===== src/rtl/pe_v3_vec.sv =====
// Vector systolic PE: N lanes share one broadcast B operand, 2-stage multiply/add,
// chain (c_out = a*b + c_in) or output-stationary local accumulation with drain.

module pe_v3_lane #(
  parameter int W        = 16,
  parameter int SATURATE = 1
) (
  input  logic         clk,
  input  logic         rst_n,
  input  logic         ld,
  input  logic [W-1:0] a,
  input  logic [W-1:0] b,
  input  logic [W-1:0] c,
  input  logic         chain_beat,
  input  logic         local_beat,
  input  logic         clr,
  input  logic         fire,
  output logic [W-1:0] c_out,
  output logic         sat_flag
);
  logic [2*W-1:0] p_s1;
  logic [W-1:0]   c_s1, acc;
  logic [2*W:0]   sum_chain, sum_acc, p_ext;
  logic [W:0]     r_chain, r_acc, r_p;

  // Returns {overflow, result}; overflow means discarded high bits were nonzero.
  function automatic logic [W:0] sat_fn(input logic [2*W:0] x);
    logic         ovf;
    logic [W-1:0] r;
    ovf = |x[2*W:W];
    r   = (SATURATE != 0 && ovf) ? {W{1'b1}} : x[W-1:0];
    return {ovf, r};
  endfunction

  always_comb begin
    p_ext     = {1'b0, p_s1};
    sum_chain = p_ext + {{(W+1){1'b0}}, c_s1};
    sum_acc   = p_ext + {{(W+1){1'b0}}, acc};
    r_chain   = sat_fn(sum_chain);
    r_acc     = sat_fn(sum_acc);
    r_p       = sat_fn(p_ext);
  end

  always_ff @(posedge clk or negedge rst_n) begin
    if (!rst_n) begin
      p_s1     <= '0;
      c_s1     <= '0;
      acc      <= '0;
      c_out    <= '0;
      sat_flag <= 1'b0;
    end else begin
      if (ld) begin
        p_s1 <= {{W{1'b0}}, a} * {{W{1'b0}}, b};
        c_s1 <= c;
      end
      if (chain_beat) begin
        c_out    <= r_chain[W-1:0];
        sat_flag <= sat_flag | r_chain[W];
      end else if (local_beat) begin
        // A drain colliding with a local beat emits the old sum and restarts from p.
        if (fire) begin
          c_out <= acc;
          acc   <= r_p[W-1:0];
        end else begin
          acc <= clr ? r_p[W-1:0] : r_acc[W-1:0];
        end
        if (clr) sat_flag <= (fire | clr) ? r_p[W] : r_acc[W];
        else     sat_flag <= sat_flag | (fire ? r_p[W] : r_acc[W]);
      end else if (fire) begin
        c_out <= acc;
        acc   <= '0;
      end
    end
  end
endmodule

module pe_v3_vec #(
  parameter int REG_WIDTH = 16,
  parameter int VECTOR    = 2,
  parameter int SATURATE  = 1
) (
  input  logic                        clk,
  input  logic                        rst_n,
  input  logic                        in_valid,
  input  logic [VECTOR*REG_WIDTH-1:0] a_in,
  input  logic [REG_WIDTH-1:0]        b_in,
  input  logic [VECTOR*REG_WIDTH-1:0] c_in,
  input  logic                        mode,
  input  logic                        acc_clr,
  input  logic                        drain,
  output logic [VECTOR*REG_WIDTH-1:0] a_out,
  output logic [REG_WIDTH-1:0]        b_out,
  output logic                        ab_valid,
  output logic [VECTOR*REG_WIDTH-1:0] c_out,
  output logic                        out_valid,
  output logic [VECTOR-1:0]           sat_flag
);
  typedef struct packed {
    logic vld;
    logic mode;
    logic clr;
  } s1_ctrl_t;

  s1_ctrl_t s1;
  logic     drain_pend, chain_beat, local_beat, fire;

  // A chain result owns c_out this edge; a pending drain waits for a free edge.
  always_comb begin
    chain_beat = s1.vld & ~s1.mode;
    local_beat = s1.vld &  s1.mode;
    fire       = drain_pend & ~chain_beat;
  end

  always_ff @(posedge clk or negedge rst_n) begin
    if (!rst_n) begin
      a_out      <= '0;
      b_out      <= '0;
      s1         <= '0;
      out_valid  <= 1'b0;
      drain_pend <= 1'b0;
    end else begin
      a_out      <= a_in;
      b_out      <= b_in;
      s1         <= '{vld: in_valid, mode: mode, clr: acc_clr};
      out_valid  <= chain_beat | fire;
      drain_pend <= fire ? 1'b0 : (drain_pend | drain);
    end
  end

  assign ab_valid = s1.vld;

  for (genvar k = 0; k < VECTOR; k++) begin : g_lane
    pe_v3_lane #(.W(REG_WIDTH), .SATURATE(SATURATE)) u_lane (
      .clk       (clk),
      .rst_n     (rst_n),
      .ld        (in_valid),
      .a         (a_in[k*REG_WIDTH +: REG_WIDTH]),
      .b         (b_in),
      .c         (c_in[k*REG_WIDTH +: REG_WIDTH]),
      .chain_beat(chain_beat),
      .local_beat(local_beat),
      .clr       (s1.clr),
      .fire      (fire),
      .c_out     (c_out[k*REG_WIDTH +: REG_WIDTH]),
      .sat_flag  (sat_flag[k])
    );
  end
endmodule


===== config.mk =====
export PLATFORM = sky130hd
export DESIGN_NAME = pe_v3_vec
export DESIGN_NICKNAME = d
export VERILOG_FILES = /design/src/rtl/pe_v3_vec.sv
export SDC_FILE = /design/constraint.sdc
export NUM_CORES = 2
export LEC_CHECK = 0
export CORE_AREA = 10 10 328 330
export DETAILED_ROUTE_END_ITERATION = 8
export DIE_AREA = 0 0 338 340
export GPL_TIMING_DRIVEN = 0
export PLACE_DENSITY = 0.45
export SYNTH_ARGS = -nofsm -noshare
export SYNTH_HDL_FRONTEND = slang
export SYNTH_SLANG_ARGS = --single-unit

===== constraint.sdc =====
create_clock -name clk -period 8.15 [get_ports clk]
set_input_delay 2.0375 -clock clk [delete_from_list [all_inputs] [get_ports clk]]
set_output_delay 2.0375 -clock clk [all_outputs]
set_load 0.02 [all_outputs]

==> results.md <==
* Outcome: complete, no violations
* Setup crit end kind: flip-flop
* Syn Nets at 3959
* Switch share at 51.77%
* Worst setup path class: in2reg
* WL/cell at 20.43 um
* R2R setup slack at roughly 3.7 ns
* Pwr/cell area at approximately 430 nW/um^2
* Yosys reg bits at between 200 and 250
* Critical Path RT at 8.72 ns
* MaxCap Viol Count at 0
* Sequential share of power at about 11%
* Clock transition at path regs at about 0.060 ns
* Hold Vio Cnt, Final at 0
* Yosys warnings at 0
* Total net switching power at 7440 uW
* Synth cell count leaders: 492 x inv_1, 421 x nand2_1, 392 x fa_1, 272 x ha_1, 245 x and2_1
* Vias at 23116
* Num CTS Buffers at 29
* Asr flop ratio synth at 100.0%
* Die Wd at 338 um
* Drt pass-1 iters at 7
* Total core area at 101200 um^2
* Total GRT Usage at 16.96%
* Post-route ant nets at 0
* Peak VDD IR at between 0.4 and 0.5 mV
* FMAX at 0.1253 GHz
* Arrival time at the worst endpoint at 8.55 ns
* Via-to-Cell Ratio at 4.809
* RSZ-0062 raised after global routing: no
* Avg Inst Size Synth at 9.073 um^2
* Ys flop type: dfrtp_1
* Layout cell share with drive strength beyond 1 at 7.540%
* Worst Tran Pin Value at 1.237 ns
* Final Core Density at 33.36%
* Clk_lat worst skew at 0.65 ns
* Die ar. at 114900 um^2
* Global-route wire length before repair at 150000 um
* Longest Clk Path Bufs at 3
* Synth area leader: fa_1
* Post-Synthesis Cells at 3209
* Distinct cell type count after synthesis at 77
* Final Critical Period at 7.978 ns
* Sequential area share after synthesis at 18.48%
* M3 GR Usage at 3.642%
* Io pins at 170
* # rows at 117
* Area growth syn-to-layout at 15.91%
* Met2 Usage GRT at 26.11%
* Max FO, Critical Path at 10
* Internal at approximately 6900 uW
* GR peak layer: met2
* Post-Syn Area at 29110 um^2
* Met1 Track Usage GR at 24.36%
* Top-area cell type share of the netlist area at ~27%
* Largest net degree at the start of global routing at 112
* Relative slew slack at 17.55%
* Largest cells by area after synthesis: fa_1 27%, dfrtp_1 18%, ha_1 12%
* Fin nets at around 4200
* Combinational Power Share at 79.7%
* Clock H-tree levels at 1
* Most instantiated library cell after synthesis: inv_1
* CTS tree: yes
* Hpwl dp at between 70000 and 80000 um
* Period utilization at 97.89%
* Die Height at about 340 um
* Gpl congestion at 0.8635
* Iter 0 DRT Violations at ~1400
* Post-route cell area at 33740 um^2
* CP Launch Type: primary input
* Grt total ovfl at 0
* Worst Hold Class: reg2reg
* Routed wire length at 98190 um
* # DRC at 0
* Clk sinks at between 200 and 250
* Vias in the first global route at 23987
* Clock power frac at 9.2%
* Post-DP Area at 32580 um^2
* Final setup vio count at 0
* Clock skew at 0.06435 ns
* Initial core utilization at 28.78%
* Initial antenna violation count at 9
* P_leak at 0.01592 uW
* Number of synthesized flops with an enable pin at 0
* Slew Viols, Final at 0
* PortBufs at 169
* CTS Root Cell: clkbuf_16
## layer usage
metal,wire length (um),vias up
met3,6149,93
met1,47420,11573
met5,31,-
met2,42760,594
met4,1817,4
li1,-,10852
## power by group through the flow
stage                     clock (uW)  sequential (uW)  combinational, uW
final                           1320             1600              11400
after detailed placement           0             1620              11300
after global placement             0             1620              11300
after global routing            1410             1630              13000
after CTS                       1380             1600              11400
after floorplan                    0             1560               8270
## what timing repair did
action / 4_1_cts / 5_1_grt
hold endpoints to repair: 0 / 0
pin swaps: 0 / 2
hold buffers: 0 / 0
endpoints found under the setup margin: 28 / 18
setup buffers: 0 / 1
resized for setup: 113 / 141
## cell families (layout without fill, tap and decap cells)
logic type               after synthesis  count (layout)  synth area share, %
other                                  0               4                    0
AND/OR/NAND/NOR                     1005            1005                16.91
adder cells (fa/ha/maj)              664             664                38.64
flip-flops                           215             215                18.48
AO/OA/AOI/OAI                        488             488                11.10
buffers and inverters                646             872                8.445
XOR/XNOR                             106             106                3.189
multiplexers                          85              85                3.232
## placed cells by master (no fill, tap or decap), types with 34 or more instances in the layout
cell,n
a211oi_1,44
a21o_1,34
a21oi_1,101
a31oi_1,42
and2_1,245
clkbuf_1,73
clkbuf_2,48
clkdlybuf4s50_1,125
dfrtp_1,215
fa_1,392
ha_1,272
inv_1,492
mux2_2,72
nand2_1,421
nand3_1,46
nor2_1,110
nor2b_1,44
o21ai_0,100
xnor2_1,69
xor2_1,37
## registers in the layout, indices dropped and copies added, names as in the netlist
register                count
drain_pend                  1
g_lane.u_lane.c_out        32
g_lane.u_lane.c_s1         32
g_lane.u_lane.acc          32
b_out                      16
g_lane.u_lane.p_s1         64
a_out                      32
ab_valid                    1
s1                          2
out_valid                   1
g_lane.u_lane.sat_flag      2
## layout make-up
| cell class | instances | area (um^2) |
|---|---|---|
| inverters | 492 | 1847 |
| multi-input cells | 2348 | 21310 |
| repair buffers | 172 | 1713 |
| plain buffers | 154 | 800.8 |
| clock inverters | 15 | 137.6 |
| fillers | 10620 | 67410 |
| flip-flops and latches | 215 | 5380 |
| well taps | 1368 | 1712 |
| diodes | 4 | 10.01 |
| clock buffers | 39 | 833.3 |
## worst max-delay path: stages
cell,delay [ns]
clkdlybuf4s15_1,0.50
buf_2,0.39
and2_1,0.19
fa_1,0.48
inv_1,0.05
fa_1,0.40
fa_1,0.52
fa_1,0.54
inv_1,0.05
fa_1,0.49
inv_1,0.06
fa_1,0.47
inv_1,0.04
ha_1,0.37
nand4_1,0.13
o21ai_2,0.27
o21ai_2,0.12
and2_1,0.21
a21oi_2,0.28
a211oi_1,0.13
o21bai_1,0.17
xor2_1,0.39
mux2_2,0.23
## worst paths after layout
path	end	startpoint	depth (start not counted)
max in group asynchronous	g_lane[0].u_lane.c_s1[3]	rst_n	3
setup reg to reg	g_lane[0].u_lane.acc[0]	g_lane[0].u_lane.p_s1[0]	14
hold reg to reg	g_lane[1].u_lane.acc[4]	g_lane[1].u_lane.acc[4]	2
min in group asynchronous	a_out[25]	rst_n	1
setup / recovery	g_lane[1].u_lane.p_s1[24]	a_in[20]	23
hold / removal	g_lane[1].u_lane.acc[4]	g_lane[1].u_lane.acc[4]	2
## metrics by stage
stage / setup TNS, ns / setup WS [ns] / std cells / power (uW) / hold slack (ns)
finish: 0 / 0.1720 / 4807 / 14370 / 0.5269
floorplan: 0 / 0.4351 / 3209 / 9830 / 0.4669
detailed placement: -34.94 / -1.568 / 4748 / 12880 / 0.5047
global placement: -1125.26 / -5.157 / 4746 / 12900 / 0.4918
global route: 0 / 0.004083 / 4806 / 16070 / 0.5442
CTS: 0 / 0.0003944 / 4802 / 14390 / 0.5257
No activity file was read; power rests on OpenSTA's default activity.
